[src/rtl/pipe_adder_seg_if.sv]
// Operand/result stream bundle for pipe_adder_seg.
// slave is the adder's view; master is the producer/consumer side.
interface pipe_adder_seg_if #(
   parameter int WIDTH = 16
);
   logic [WIDTH-1:0] a;
   logic [WIDTH-1:0] b;
   logic             cin;
   logic             sub;
   logic             in_valid;
   logic             in_ready;
   logic [WIDTH-1:0] sum;
   logic             carry;
   logic             overflow;
   logic             out_valid;
   logic             out_ready;

   modport slave (
      input  a, b, cin, sub, in_valid, out_ready,
      output in_ready, sum, carry, overflow, out_valid
   );

   modport master (
      output a, b, cin, sub, in_valid, out_ready,
      input  in_ready, sum, carry, overflow, out_valid
   );
endinterface

[src/rtl/pipe_adder_seg.sv]
// Segmented pipelined adder/subtractor: one SEG-bit carry ripple per stage, WIDTH/SEG stages.
// Define SCAN_CHAIN_EN to add a scan shift chain through every pipeline flop. WIDTH must be a multiple of SEG.
module pipe_adder_seg #(
   parameter int WIDTH = 16,
   parameter int SEG   = 4
) (
   input  logic clk,
   input  logic rst,
   pipe_adder_seg_if.slave s_bus
`ifdef SCAN_CHAIN_EN
   ,
   input  logic i_scan_en,
   input  logic i_scan_in,
   output logic o_scan_out
`endif
);
   localparam int S = WIDTH / SEG;

   // Per-stage inputs, zero-extended to WIDTH so every stage sees the same shape.
   logic [WIDTH-1:0] w_opa [S];
   logic [WIDTH-1:0] w_opb [S];
   logic [WIDTH-1:0] w_rin [S];
   logic             w_cin [S];
   logic             w_vin [S];

   logic [WIDTH-1:0] w_res_last;
   logic             w_c_last;
   logic             w_v_last;
   logic             w_ovf_last;
   logic             w_advance;

`ifdef SCAN_CHAIN_EN
   logic w_sin [S+1];
   assign w_sin[0]   = i_scan_in;
   assign o_scan_out = w_sin[S];
`endif

   assign w_opa[0] = s_bus.a;
   assign w_opb[0] = s_bus.sub ? ~s_bus.b : s_bus.b;
   assign w_cin[0] = s_bus.sub | s_bus.cin;
   assign w_rin[0] = '0;
   assign w_vin[0] = s_bus.in_valid;

   assign w_advance = !(w_v_last && !s_bus.out_ready);

`ifdef SCAN_CHAIN_EN
   assign s_bus.in_ready = w_advance && !i_scan_en;
`else
   assign s_bus.in_ready = w_advance;
`endif

   assign s_bus.sum       = w_res_last;
   assign s_bus.carry     = w_c_last;
   assign s_bus.overflow  = w_ovf_last;
   assign s_bus.out_valid = w_v_last;

   for (genvar gi = 0; gi < S; gi++) begin : g_stage
      localparam int RW = (gi + 1) * SEG;

      logic [SEG:0]     w_sum;
      logic [WIDTH-1:0] w_rnew;
      logic             r_v;
      logic             r_c;
      logic [RW-1:0]    r_res;

      assign w_sum  = {1'b0, w_opa[gi][SEG-1:0]} + {1'b0, w_opb[gi][SEG-1:0]}
                    + {{SEG{1'b0}}, w_cin[gi]};
      assign w_rnew = w_rin[gi] | (WIDTH'(w_sum[SEG-1:0]) << (gi * SEG));

      if (gi < S - 1) begin : g_mid
         localparam int OW = WIDTH - RW;
         logic [OW-1:0] r_opa;
         logic [OW-1:0] r_opb;

`ifdef SCAN_CHAIN_EN
         localparam int L = 2 + RW + 2 * OW;
         logic [L-1:0] w_chain;
         assign w_chain     = {r_opb, r_opa, r_res, r_c, r_v};
         assign w_sin[gi+1] = w_chain[L-1];
`endif

         always_ff @(posedge clk or posedge rst) begin
            if (rst) begin
               r_v   <= 1'b0;
               r_c   <= 1'b0;
               r_res <= '0;
               r_opa <= '0;
               r_opb <= '0;
            end
`ifdef SCAN_CHAIN_EN
            else if (i_scan_en) begin
               {r_opb, r_opa, r_res, r_c, r_v} <= {w_chain[L-2:0], w_sin[gi]};
            end
`endif
            else if (w_advance) begin
               r_v   <= w_vin[gi];
               r_c   <= w_sum[SEG];
               r_res <= RW'(w_rnew);
               r_opa <= OW'(w_opa[gi] >> SEG);
               r_opb <= OW'(w_opb[gi] >> SEG);
            end
         end

         assign w_opa[gi+1] = {{RW{1'b0}}, r_opa};
         assign w_opb[gi+1] = {{RW{1'b0}}, r_opb};
         assign w_rin[gi+1] = {{OW{1'b0}}, r_res};
         assign w_cin[gi+1] = r_c;
         assign w_vin[gi+1] = r_v;
      end else begin : g_last
         logic r_ovf;
         logic w_cmsb;

         // Carry into the MSB recovered from the MSB sum bit and its operand bits.
         assign w_cmsb = w_sum[SEG-1] ^ w_opa[gi][SEG-1] ^ w_opb[gi][SEG-1];

`ifdef SCAN_CHAIN_EN
         localparam int L = 3 + RW;
         logic [L-1:0] w_chain;
         assign w_chain     = {r_ovf, r_res, r_c, r_v};
         assign w_sin[gi+1] = w_chain[L-1];
`endif

         always_ff @(posedge clk or posedge rst) begin
            if (rst) begin
               r_v   <= 1'b0;
               r_c   <= 1'b0;
               r_res <= '0;
               r_ovf <= 1'b0;
            end
`ifdef SCAN_CHAIN_EN
            else if (i_scan_en) begin
               {r_ovf, r_res, r_c, r_v} <= {w_chain[L-2:0], w_sin[gi]};
            end
`endif
            else if (w_advance) begin
               r_v   <= w_vin[gi];
               r_c   <= w_sum[SEG];
               r_res <= RW'(w_rnew);
               r_ovf <= w_cmsb ^ w_sum[SEG];
            end
         end

         assign w_res_last = WIDTH'(r_res);
         assign w_c_last   = r_c;
         assign w_v_last   = r_v;
         assign w_ovf_last = r_ovf;
      end
   end
endmodule

[src/flat_wrapper.sv]
// flat-port wrapper written by rule: the top's interface ports become plain ports
module pipe_adder_seg_flat 
#(
   parameter int WIDTH = 16,
   parameter int SEG   = 4
)
  (clk, rst, s_bus_a, s_bus_b, s_bus_cin, s_bus_sub, s_bus_in_valid, s_bus_out_ready, s_bus_in_ready, s_bus_sum, s_bus_carry, s_bus_overflow, s_bus_out_valid);
  pipe_adder_seg_if #(.WIDTH(WIDTH)) s_bus_i ();
  input  logic clk;
  input  logic rst;
  input wire logic [$bits(s_bus_i.a)-1:0] s_bus_a;
  input wire logic [$bits(s_bus_i.b)-1:0] s_bus_b;
  input wire logic [$bits(s_bus_i.cin)-1:0] s_bus_cin;
  input wire logic [$bits(s_bus_i.sub)-1:0] s_bus_sub;
  input wire logic [$bits(s_bus_i.in_valid)-1:0] s_bus_in_valid;
  input wire logic [$bits(s_bus_i.out_ready)-1:0] s_bus_out_ready;
  output wire logic [$bits(s_bus_i.in_ready)-1:0] s_bus_in_ready;
  output wire logic [$bits(s_bus_i.sum)-1:0] s_bus_sum;
  output wire logic [$bits(s_bus_i.carry)-1:0] s_bus_carry;
  output wire logic [$bits(s_bus_i.overflow)-1:0] s_bus_overflow;
  output wire logic [$bits(s_bus_i.out_valid)-1:0] s_bus_out_valid;
  assign s_bus_i.a = s_bus_a;
  assign s_bus_i.b = s_bus_b;
  assign s_bus_i.cin = s_bus_cin;
  assign s_bus_i.sub = s_bus_sub;
  assign s_bus_i.in_valid = s_bus_in_valid;
  assign s_bus_i.out_ready = s_bus_out_ready;
  assign s_bus_in_ready = s_bus_i.in_ready;
  assign s_bus_sum = s_bus_i.sum;
  assign s_bus_carry = s_bus_i.carry;
  assign s_bus_overflow = s_bus_i.overflow;
  assign s_bus_out_valid = s_bus_i.out_valid;
  pipe_adder_seg #(.WIDTH(WIDTH), .SEG(SEG)) u_core (.clk(clk), .rst(rst), .s_bus(s_bus_i));
endmodule
[config.mk]
export PLATFORM = sky130hd
export DESIGN_NAME = pipe_adder_seg_flat
export DESIGN_NICKNAME = d
export VERILOG_FILES = /design/src/rtl/pipe_adder_seg_if.sv /design/src/rtl/pipe_adder_seg.sv /design/src/flat_wrapper.sv
export SDC_FILE = /design/constraint.sdc
export NUM_CORES = 1
export LEC_CHECK = 0
export ABC_AREA = 1
export CAP_MARGIN = 0
export CORE_MARGIN = 5
export CORE_UTILIZATION = 50
export DETAILED_ROUTE_END_ITERATION = 12
export PLACE_DENSITY_LB_ADDON = 0.12
export SLEW_MARGIN = 20
export SYNTH_ARGS = -nofsm -noshare
export SYNTH_HDL_FRONTEND = slang
export SYNTH_SLANG_ARGS = --single-unit
[constraint.sdc]
create_clock -name clk -period 3.6 [get_ports clk]
set_input_delay 0.54 -clock clk [delete_from_list [all_inputs] [get_ports clk]]
set_output_delay 0.54 -clock clk [all_outputs]
set_load 0.05 [all_outputs]
### After elaboration in Yosys (flattened, before gate mapping)

Cells that the tools add are included.

| word-level totals | value |
|---|---|
| register bits after elaboration | 97 |
| input port bits | 38 |
| output and inout bits | 20 |
| logic and storage cells | 39 |

| operators by class | value |
|---|---|
| $add $sub $neg | 8 |
| muxes and demuxes | 1 |
| bitwise logic cells | 8 |
| reductions and logical operators | 3 |

Operator list:

| operator | number |
|---|---|
| $add A4 B4 Y5 | 4 |
| $add A5 B1 Y5 | 4 |
| $mux W16 | 1 |
| $not A16 Y16 | 1 |
| $or A12 B16 Y16 | 1 |
| $or A8 B12 Y12 | 1 |
| $or A4 B8 Y8 | 1 |
| $xor A1 B1 Y1 | 3 |
| $logic_not A1 Y1 | 2 |
| $logic_and A1 B1 Y1 | 1 |
| $or A1 B1 Y1 | 1 |

### Logic depth before layout (Yosys ltp)

Gate-level depths: netlist of run 1.

| logic depth | value |
|---|---|
| depth in word-level cells | 5 |
| mapped depth | 11 |
| depth with buffers taken out | 11 |

### Worst setup path before layout of run 1

Ideal clock, no wire load.

| timing path | value |
|---|---|
| kind | in2reg |
| from | input port s_bus_sub |
| to | register u_core.g_stage[0].r_c |
| library setup time | 0.138 ns |
| arrival | 2.250 ns |
| required time | 3.462 ns |
| path slack | 1.213 ns |
| cell stages on the path | 9 |
| buffers on the path | 2 |
| path through | buf_4 -> buf_4 -> or2_2 -> fa_1 -> fa_1 -> nand2_1 -> inv_1 -> o21ai_0 -> a22oi_1 |

| between the ends | value |
|---|---|
| longest elaborated chain between the ends | 3 |
| elaborated cells between the ends (all ways) | 4 |
| those cells by class | add/sub: 2; mux: 1; bitwise: 1 |

Ends and longest elaborated chain:

| item | RTL line | source |
|---|---|---|
| start: declaration | flat_wrapper.sv:14 | `input wire logic [$bits(s_bus_i.sub)-1:0] s_bus_sub;` |
| $mux W16 | pipe_adder_seg.sv:39 | `assign w_opb[0] = s_bus.sub ? ~s_bus.b : s_bus.b;` |
| $add A4 B4 Y5 | pipe_adder_seg.sv:66 | `assign w_sum = {1'b0, w_opa[gi][SEG-1:0]} + {1'b0, w_opb[gi][SEG-1:0]}` |
| $add A5 B1 Y5 (*) | pipe_adder_seg.sv:67 | `+ {{SEG{1'b0}}, w_cin[gi]};` |
| end signal: assignment | pipe_adder_seg.sv:97 | `r_c <= w_sum[SEG];` |
| end: declaration | pipe_adder_seg.sv:63 | `logic r_c;` |

Every way passes the cells marked *; elsewhere a longest branch is shown, timed or not.
A chain may end at the register's enable or synchronous reset.

### Final worst setup path of run 1

| timing path | value |
|---|---|
| from | input port s_bus_out_ready |
| to | output port s_bus_in_ready |

| between the ends | value |
|---|---|
| longest elaborated chain between the ends | 3 |

Ends and longest elaborated chain:

| item | RTL line | source |
|---|---|---|
| start: declaration | flat_wrapper.sv:16 | `input wire logic [$bits(s_bus_i.out_ready)-1:0] s_bus_out_ready;` |
| $logic_not A1 Y1 | pipe_adder_seg.sv:44 | `assign w_advance = !(w_v_last && !s_bus.out_ready);` |
| $logic_and A1 B1 Y1 | pipe_adder_seg.sv:44 |  |
| $logic_not A1 Y1 | pipe_adder_seg.sv:44 |  |
| end: declaration | flat_wrapper.sv:17 | `output wire logic [$bits(s_bus_i.in_ready)-1:0] s_bus_in_ready;` |

Every way passes these cells.

==> results of run 1 <==
per-stage QoR:
stage	area [um^2]	power (mW)	hold WS, ns	instances	setup WS, ns
2_1_floorplan	4313	3.231	0.4198	476	0.5263
3_3_place_gp	4971	3.752	0.4363	621	0.8750
3_5_place_dp	4971	3.807	0.4528	621	0.8141
4_1_cts	5156	4.490	0.4725	636	1.134
5_1_grt	5156	4.824	0.4916	636	1.018
6_report	5156	4.438	0.4638	636	1.178
final cells by class:
class | instances | area [um^2]
fill | 728 | 3143
sequential | 97 | 2427
multi-input combinational | 322 | 1648
timing repair buffer | 62 | 630.6
inverter | 35 | 133.9
tap | 105 | 131.4
clock buffer | 10 | 127.6
clock inverter | 5 | 57.56
registers in the layout (all words and copies together) (netlist names):
signal and flops:
u_core.g_stage.g_mid.r_opb 24, u_core.g_stage.r_v 3, u_core.s_bus.sum 16, u_core.s_bus.out_valid 1, u_core.s_bus.overflow 1, u_core.g_stage.r_res 24
u_core.g_stage.g_mid.r_opa 24, u_core.s_bus.carry 1, u_core.g_stage.r_c 3
synthesized netlist by cell type (all sizes together):
master	count	share of area
a21oi	6	0.0070
clkbuf	9	0.0078
a31oi	2	0.0029
nand2	198	0.17
nand3	11	0.013
a22oi	2	0.0035
xnor2	14	0.028
nor2	14	0.014
nand3b	1	0.0017
or2	1	0.0015
inv	35	0.030
ha	12	0.035
o21ai	47	0.055
xor2	4	0.0081
buf	13	0.017
fa	8	0.037
dfrtp	97	0.56
o31ai	1	0.0017
a21o	1	0.0017
worst max path at each step:
stage	to	startpoint
after floorplan	u_core.g_stage[0].g_mid.r_opa[0]	rst
after detailed placement	u_core.g_stage[0].r_c	s_bus_sub
after CTS	s_bus_in_ready	s_bus_out_ready
after global placement	u_core.g_stage[0].r_c	s_bus_sub
final	s_bus_in_ready	s_bus_out_ready
after global routing	u_core.g_stage[0].r_c	s_bus_sub
cells by family (layout without fill, tap and decap cells):
| kind of cell | after synthesis | count (layout) | synth area share |
|---|---|---|---|
| fa+ha+maj | 20 | 20 | 0.07194 |
| simple gates | 225 | 225 | 0.2022 |
| flops | 97 | 97 | 0.5628 |
| xor+xnor | 18 | 18 | 0.03655 |
| buf+inv | 57 | 112 | 0.05512 |
| compound gates | 59 | 59 | 0.07137 |
layout by cell type, fill, tap and decap left out, types with 2 or more instances in the layout:
cell             instances
nand2_1                198
dfrtp_1                 97
clkdlybuf4s50_1         56
o21ai_0                 47
inv_1                   33
xnor2_1                 14
nor2_1                  13
ha_1                    12
nand3_1                 11
clkbuf_8                 9
fa_1                     8
a21oi_1                  6
xor2_1                   4
buf_4                    4
clkinvlp_4               3
a22oi_1                  2
a31oi_1                  2
buf_12                   2
report_power, final:
| part | internal (mW) | switching [mW] | leakage [nW] |
|---|---|---|---|
| logic | 0.709 | 1.23 | 1.28 |
| clock network | 0.316 | 0.361 | 0.0844 |
| registers | 1.57 | 0.250 | 1.17 |
routing by layer:
metal  routed length (um)  share of wire  vias to the layer above
met4                  138          0.017                        0
met5                    0              0                        -
met2                 3539           0.45                       68
met3                  370          0.047                       11
li1                     -              -                     1574
met1                 3854           0.49                     1450
critical path: stages:
cell	delay, ns
clkdlybuf4s50_1	0.44
nor2_4	0.52
inv_2	0.14
buf_4	0.23
==> out/metrics.yaml, run 1 <==
sta:
  finalClockSkew_ns: 0.01265
  setup_tns_ns: 0
  tightest_slew_ns: 0.7485
  maxSlewHeadroom: 0.5010
  hold_viol: 0
  rsz0062_at_grt: "false"
  setup_violations: 0
  post-route-min-period_ns: 2.422
  drv_slew: 0
  fmax_ghz: 0.4129
  timing.final.crit_share: 0.6727
grt:
  grt_pass1_vias: 3106
  grt_first_pass_wirelength_um: 13940
  grt-busiest-layer: "met2"
  grt_overflow: 0
  grt_usage: 0.1670
  grt_start_max_net_pins: 87
  grt_util_met3: 0.02774
  use_met1: 0.2362
  grt_util_met2: 0.2552
  antenna_found_initial: 0
logic_synthesis:
  yosysUniqueCellTypes: 22
  synth_nets: 534
  ys_seq_area_frac: 0.5628
  syn-cell-area_um2: 4313
  synth_seq_cells: 97
  ys_warn_count: 0
  synthCells: 476
  syn_area_per_cell_um2: 9.061
finish:
  syn_to_final_growth_pct: 19.55
  finalNetCount: 585
  drive_above_1_share: 0.04520
  utilization: 0.6213
  diodes: 0
setup_path:
  critical_path_required_ns: 3.06
  reg2reg_slack_ns: 1.83
  r2r-start: "u_core.g_stage[2].g_mid.r_opb[0]"
  endpoint_kind: "primary output"
  startpoint_type: "primary input"
  cp.arrival_ns: 1.88
  path_class: "primary input to primary output"
  critPathMaxFanout: 24
  r2r.worst_path.cells: 10
  worstReg2RegEnd: "u_core.s_bus.overflow"
power:
  power.leakage_nw: 2.541
  ir_drop_mv: 0.2738
  powerDensity_nw_per_um2: 860.7
drt:
  vias_per_cell: 4.879
  wl_per_cell_um: 12.42
  finalWirelength_um: 7902
  ant_nets: 0
  vias: 3103
  drc_errors: 0
  drtIter0Drc: 129
  dr.pass1.iters: 4
min_path:
  hp-start: "u_core.g_stage[2].r_v"
  hold_depth: 2
  min_to: "u_core.s_bus.out_valid"
  min_path_type: "flip-flop to flip-flop"
clock_network:
  cts.sinks: 97
  cts_root_buffer: "clkbuf_8"
  cts_setup_buffers: 0
  numCtsBuffers: 9
  clk_latency_ns: 0.36
  clk_pin_slew_worst_paths_ns: 0.09
  ctsHoldBuffers: 0
  cts_max_level: 3
  cts_resized: 0
  cts_buffer_depth: 2
  tritoncts: "yes"
job:
  max_cap_viol_count: 0
die:
  die_w_um: 102.9
  dieHeight_um: 102.9
  io_pins: 58
  die-area_um2: 10580
  start_util: 0.5197
  rows: 33
  coreArea_um2: 8299
outcome:
  status: "complete, no violations"
placement:
  gp_congestion: 0.8174
  hpwl_um: 5329
  portBuffers: 57
Power figures use the tool's default switching activity.
==> run 2: changes to the inputs <==
Settings changed: CORE_UTILIZATION 50 to 49.
Clock period 3.6 ns to 2.2 ns, I/O delays scaled along.
==> run 2 against run 1 <==
  * Flip-flop and latch count did not move
  * Wire length barely moved
  * Die area rose by 1.8%
  * Worst setup slack got worse by 1.1 ns
  * Largest cell class unchanged
==> out/metrics.yaml, run 2 (synthesized netlist as in run 1, its figures left out) <==
outcome:
  status: "complete, no violations"
setup_path:
  critical_path_required_ns: 2.41  # -0.65 ns
  path_class: "primary input to flip-flop"
  crit_buf_inv: 2  # -1
  worstReg2RegEnd: "u_core.s_bus.overflow"
  cpPeakStageDelay_ns: 0.47  # -0.05 ns
  startpoint_type: "primary input"
  r2r.worst_path.cells: 10  # unchanged
  cp.arrival_ns: 2.28  # +0.40 ns
  endpoint_kind: "flip-flop"
  crit_chain: "clkdlybuf4s50_1 > or2_2 > fa_1 > fa_1 > nand2_1 > inv_1 > o21ai_0 > a22oi_1"
  critPathMostFrequentCell: "fa_1"
  r2r-start: "u_core.g_stage[2].g_mid.r_opb[0]"
  reg2reg_slack_ns: 0.40  # -1.43 ns
  slowest_stage: "clkdlybuf4s50_1"
  cpLargestDelayFamily: "adder cells"
  critPathMaxFanout: 4  # -83%
finish:
  fillers: 745  # +2.3%
  finalNetCount: 588  # +0.51%
  drive_above_1_share: 0.04878  # +0.003583
  final_common_cell: "nand2_1"
  largestRegisters: "u_core.g_stage.g_mid.r_opa (24), u_core.g_stage.g_mid.r_opb (24), u_core.g_stage.r_res (24)"
  mostFrequentLayoutCells: "nand2_1, dfrtp_1, clkdlybuf4s50_1"
  stdcell_count: 641  # +0.79%
  syn_to_final_growth_pct: 21.06
  final_cell_area_um2: 5221  # +1.3%
  diodes: 0  # unchanged
clock_network:
  tritoncts: "yes"
  clk_pin_slew_worst_paths_ns: 0.09  # about the same
  ctsHoldBuffers: 0  # unchanged
  cts.sinks: 97  # unchanged
  cts_max_level: 3  # unchanged
  cts_resized: 0  # unchanged
  cts_setup_buffers: 0  # unchanged
  clk_latency_ns: 0.34  # -0.02 ns
  cts_buffer_depth: 2  # unchanged
  cts_root_buffer: "clkbuf_8"
  numCtsBuffers: 9  # unchanged
sta:
  setup_tns_ns: 0  # unchanged
  fmax_ghz: 0.4827
  hold_viol: 0  # unchanged
  rsz0062_at_grt: "false"
  drv_slew: 0  # unchanged
  maxSlewHeadroom: 0.6685  # +0.1675
  post-route-min-period_ns: 2.072
  tightest_slew_ns: 0.4958  # -0.2527 ns
  timing.final.crit_share: 0.9417
  setup_slack_ns: 0.1282  # -1.050 ns
  setup_violations: 0  # unchanged
  finalClockSkew_ns: 0.007596  # -0.005057 ns
grt:
  grt-busiest-layer: "met2"
  grt_overflow: 0  # unchanged
  grt_pass1_vias: 3127  # +0.68%
  grt_usage: 0.1555  # -0.01146
  grt_util_met3: 0.02923  # +0.001489
  grt_first_pass_wirelength_um: 14130  # +1.4%
  grt_start_max_net_pins: 108  # +24%
  antenna_found_initial: 0  # unchanged
  use_met1: 0.2217  # -0.01451
  grt_util_met2: 0.2322  # -0.02297
power:
  powerDensity_nw_per_um2: 1410  # +64%
  seq_power_share: 0.406  # -0.005
  ir_drop_mv: 0.6385  # +130%
  p_switching_mw: 2.983  # +62%
  total_power_mw: 7.363  # +66%
  p_int_mw: 4.380  # +68%
  switching_share: 0.4051  # -0.009103
  p_clk_frac: 0.160  # +0.007
  combPwrFrac: 0.434  # -0.002
  power.leakage_nw: 2.578  # +1.4%
placement:
  portBuffers: 57  # unchanged
  hpwl_um: 5480  # +2.8%
  gp_congestion: 0.8264  # +1.1%
  place_inst: 627  # +0.97%
  pre_cts_ws_ns: -0.2218  # -1.036 ns
  dpl-instance-area_um2: 5024  # +1.1%
min_path:
  min_path_type: "primary input to asynchronous set/reset pin"
die:
  die-area_um2: 10780  # +1.8%
  io_pins: 58  # unchanged
  die_w_um: 103.8  # +0.91%
  coreArea_um2: 8636  # +4.1%
  dieHeight_um: 103.8  # +0.91%
  start_util: 0.4994  # -0.02025
  rows: 34  # +3.0%
drt:
  drc_errors: 0  # unchanged
  vias_per_cell: 4.772  # -2.2%
  ant_nets: 0  # unchanged
  wl_per_cell_um: 12.32  # -0.87%
  dr.pass1.iters: 4  # unchanged
  finalWirelength_um: 7895  # about the same
  drtIter0Drc: 121  # -6.2%
  vias: 3059  # -1.4%
job:
  max_cap_viol_count: 0  # unchanged
run 2: cell types whose count changed in the layout (fill, tap and decap cells not counted):
| cell | change |
|---|---|
| clkinv_2 | +1 |
| bufinv_16 | +1 |
| clkinvlp_4 | -2 |
| buf_4 | +1 |
| inv_4 | -1 |
| buf_12 | +2 |
run 2: layout make-up:
cell class	instances	area [um^2]	area share
repair buffers	65	678.2	0.1299
inverters	35	135.1	0.02588
clock buffers	10	127.6	0.02444
flip-flops and latches	97	2427	0.4649
clock inverters	4	70.07	0.01342
well taps	108	135.1	0.02588
multi-input cells	322	1648	0.3156
run 2: worst reg2reg max path: cells and delay by family, from the launching register on:
family                   cells  cell delay, ns
flip-flops                   1            0.41
adder cells (fa/ha/maj)      2            0.67
AND/OR/NAND/NOR              5            0.42
buffers and inverters        3            0.20
run 2: worst max-delay path by stage:
stage                          from               endpoint  slack, ns  depth (start not counted)
after CTS                 s_bus_sub  u_core.g_stage[0].r_c       0.15                          8
after global routing      s_bus_sub  u_core.g_stage[0].r_c       0.02                          8
after global placement    s_bus_sub  u_core.g_stage[0].r_c      -0.18                          8
after floorplan           s_bus_sub  u_core.g_stage[0].r_c       0.02                          9
after detailed placement  s_bus_sub  u_core.g_stage[0].r_c      -0.22                          8
final                     s_bus_sub  u_core.g_stage[0].r_c       0.13                          8
run 2: metal layers:
metal | vias up | wire length [um]
li1 | 1588 | -
met1 | 1413 | 3934
met2 | 46 | 3567
met3 | 12 | 242
met4 | 0 | 150
met5 | - | 0
run 2: power groups by stage:
| stage | registers [mW] | clock network, mW | logic (mW) |
|---|---|---|---|
| floorplan | 3.53 | 0 | 1.75 |
| global placement | 3.00 | 0 | 3.17 |
| detailed placement | 3.03 | 0 | 3.23 |
| CTS | 2.99 | 1.23 | 3.25 |
| global route | 3.09 | 1.28 | 3.63 |
| finish | 2.99 | 1.18 | 3.20 |
run 2: per-stage QoR:
stage	hold slack, ns	utilization
floorplan	0.4198	-
global placement	0.4352	0.5817
detailed placement	0.4520	0.5817
CTS	0.3503	0.6046
global route	0.3736	0.6046
finish	0.3505	0.6046
==> run 3: changes to the inputs <==
Settings changed: CORE_UTILIZATION 49 to 50.
Clock period 2.2 ns to 2.36 ns, I/O delays scaled along.
==> run 3 against run 2 <==
  * Global-route usage increased by 1.5 points
  * Critical path depth unchanged
  * Die area decreased by 1.8%
  * Non-clock buffer count increased by 1
  * Sequential share of layout area increased by 0.31 points
  * Register-to-register slack improved by 0.20 ns
  * Clock-buffer cell count increased by 1
  * Worst hold slack improved by 0.019 ns
  * Total power decreased by 8.7%
  * Worst setup slack improved by 0.081 ns
==> out/metrics.yaml, run 3 (synthesized netlist as in run 1, its figures left out) <==
outcome:
  status: "complete, no violations"
grt:
  grt_first_pass_wirelength_um: 14110  # -0.15%
  grt_overflow: 0  # unchanged
  antenna_found_initial: 0  # unchanged
  grt_pass1_vias: 3115  # -0.38%
  grt_start_max_net_pins: 76  # -30%
  grt_usage: 0.1705  # +0.01502
clock_network:
  numCtsBuffers: 9  # unchanged
  cts_setup_buffers: 0  # unchanged
  clk_latency_ns: 0.35  # about the same
  tritoncts: "yes"
  clk_pin_slew_worst_paths_ns: 0.09  # about the same
  cts_buffer_depth: 2  # unchanged
  ctsHoldBuffers: 0  # unchanged
  cts_root_buffer: "clkbuf_8"
  cts_resized: 0  # unchanged
  cts.sinks: 97  # unchanged
  cts_max_level: 3  # unchanged
finish:
  diodes: 0  # unchanged
  syn_to_final_growth_pct: 20.25
  final_cell_area_um2: 5186  # -0.67%
  drive_above_1_share: 0.05234  # +0.003556
  largestRegisters: "u_core.g_stage.g_mid.r_opa (24), u_core.g_stage.g_mid.r_opb (24), u_core.g_stage.r_res (24)"
  utilization: 0.6249  # +0.02030
  mostFrequentLayoutCells: "nand2_1, dfrtp_1, clkdlybuf4s50_1"
  final_common_cell: "nand2_1"
  finalNetCount: 589  # +0.17%
  fillers: 758  # +1.7%
sta:
  finalClockSkew_ns: 0.009167  # +0.001571 ns
  tightest_slew_ns: 0.5051  # +0.009334 ns
  maxSlewHeadroom: 0.6622  # -0.006242
  hold_ws_ns: 0.3698  # +0.01931 ns
  rsz0062_at_grt: "false"
  post-route-min-period_ns: 2.151
  hold_viol: 0  # unchanged
  fmax_ghz: 0.4649
  setup_slack_ns: 0.2092  # +0.08093 ns
  drv_slew: 0  # unchanged
  timing.final.crit_share: 0.9114
  setup_violations: 0  # unchanged
setup_path:
  critical_path_required_ns: 2.58  # +0.17 ns
  slowest_stage: "clkdlybuf4s50_1"
  crit_chain: "clkdlybuf4s50_1 > or2_2 > fa_1 > fa_1 > nand2_1 > inv_1 > o21ai_0 > a22oi_1"
  path_class: "primary input to flip-flop"
  critPathMaxFanout: 4  # unchanged
  critPathMostFrequentCell: "fa_1"
  cp.arrival_ns: 2.37  # +0.09 ns
  reg2reg_slack_ns: 0.60  # +0.20 ns
  crit_buf_inv: 2  # unchanged
  cpPeakStageDelay_ns: 0.47  # about the same
  endpoint_kind: "flip-flop"
  cpLargestDelayFamily: "adder cells"
  r2r-start: "u_core.g_stage[2].g_mid.r_opb[0]"
  startpoint_type: "primary input"
  worstReg2RegEnd: "u_core.s_bus.overflow"
  r2r.worst_path.cells: 10  # unchanged
die:
  dieHeight_um: 102.9  # -0.91%
  io_pins: 58  # unchanged
  coreArea_um2: 8299  # -3.9%
  rows: 33  # -2.9%
  die_w_um: 102.9  # -0.91%
  start_util: 0.5197  # +0.02025
  die-area_um2: 10580  # -1.8%
power:
  power.leakage_nw: 2.550  # -1.1%
  switching_share: 0.4194  # +0.01423
  ir_drop_mv: 0.5294  # -17%
  total_power_mw: 6.723  # -8.7%
  combPwrFrac: 0.443  # +0.009
  p_clk_frac: 0.141  # -0.019
  powerDensity_nw_per_um2: 1296  # -8.1%
  p_switching_mw: 2.819  # -5.5%
  seq_power_share: 0.416  # +0.010
  p_int_mw: 3.903  # -11%
min_path:
  min_path_type: "primary input to asynchronous set/reset pin"
placement:
  gp_congestion: 0.8540  # +3.3%
  pre_cts_ws_ns: -0.1778  # +0.04403 ns
  hpwl_um: 5704  # +4.1%
  portBuffers: 57  # unchanged
  dpl-instance-area_um2: 5015  # -0.17%
drt:
  drtIter0Drc: 154  # +27%
  ant_nets: 0  # unchanged
  vias: 3117  # +1.9%
  dr.pass1.iters: 4  # unchanged
  wl_per_cell_um: 12.63  # +2.6%
  finalWirelength_um: 8086  # +2.4%
  drc_errors: 0  # unchanged
  vias_per_cell: 4.870  # +2.1%
job:
  max_cap_viol_count: 0  # unchanged
-- run 3: changes by cell type in the layout (fill, tap and decap cells not counted), sizes merged --
| cell | previous run | this run |
|---|---|---|
| buf | 9 | 10 |
| bufinv | 2 | 0 |
| clkbuf | 10 | 11 |
| clkinv | 2 | 0 |
| clkinvlp | 1 | 5 |
-- run 3: worst max path at each step --
stage               slack (ns)  depth (start not counted)       from               endpoint
global placement         -0.05                          8  s_bus_sub  u_core.g_stage[0].r_c
detailed placement       -0.18                          8  s_bus_sub  u_core.g_stage[0].r_c
floorplan                 0.16                          9  s_bus_sub  u_core.g_stage[0].r_c
global route               0.1                          8  s_bus_sub  u_core.g_stage[0].r_c
CTS                       0.20                          8  s_bus_sub  u_core.g_stage[0].r_c
finish                    0.21                          8  s_bus_sub  u_core.g_stage[0].r_c
-- run 3: per-layer routing --
metal,GRT usage,up-vias,part of all wire
met2,0.2632,68,0.45
met5,0,-,0
met3,0.02639,12,0.042
li1,-,1591,-
met1,0.2424,1446,0.49
met4,0.07171,0,0.016
-- run 3: cell type report --
type	count	area [um^2]	area share
timing repair buffer	66	673.1	0.1298
clock buffer	11	141.4	0.02726
tap	105	131.4	0.02533
sequential	97	2427	0.4680
inverter	35	135.1	0.02606
clock inverter	4	30.03	0.005790
multi-input combinational	322	1648	0.3177
-- run 3: power by group through the flow --
stage / registers, mW / logic (mW) / clock network [mW]
floorplan: 3.29 / 1.64 / 0
global placement: 2.80 / 2.95 / 0
detailed placement: 2.83 / 3.02 / 0
CTS: 2.80 / 3.02 / 0.994
global route: 2.88 / 3.40 / 1.05
finish: 2.80 / 2.98 / 0.950
-- run 3: per-stage QoR --
stage	setup TNS, ns	cells
6_report	0	640
5_1_grt	0	640
4_1_cts	0	640
3_5_place_dp	-0.1778	625
3_3_place_gp	-0.05124	625
2_1_floorplan	0	476
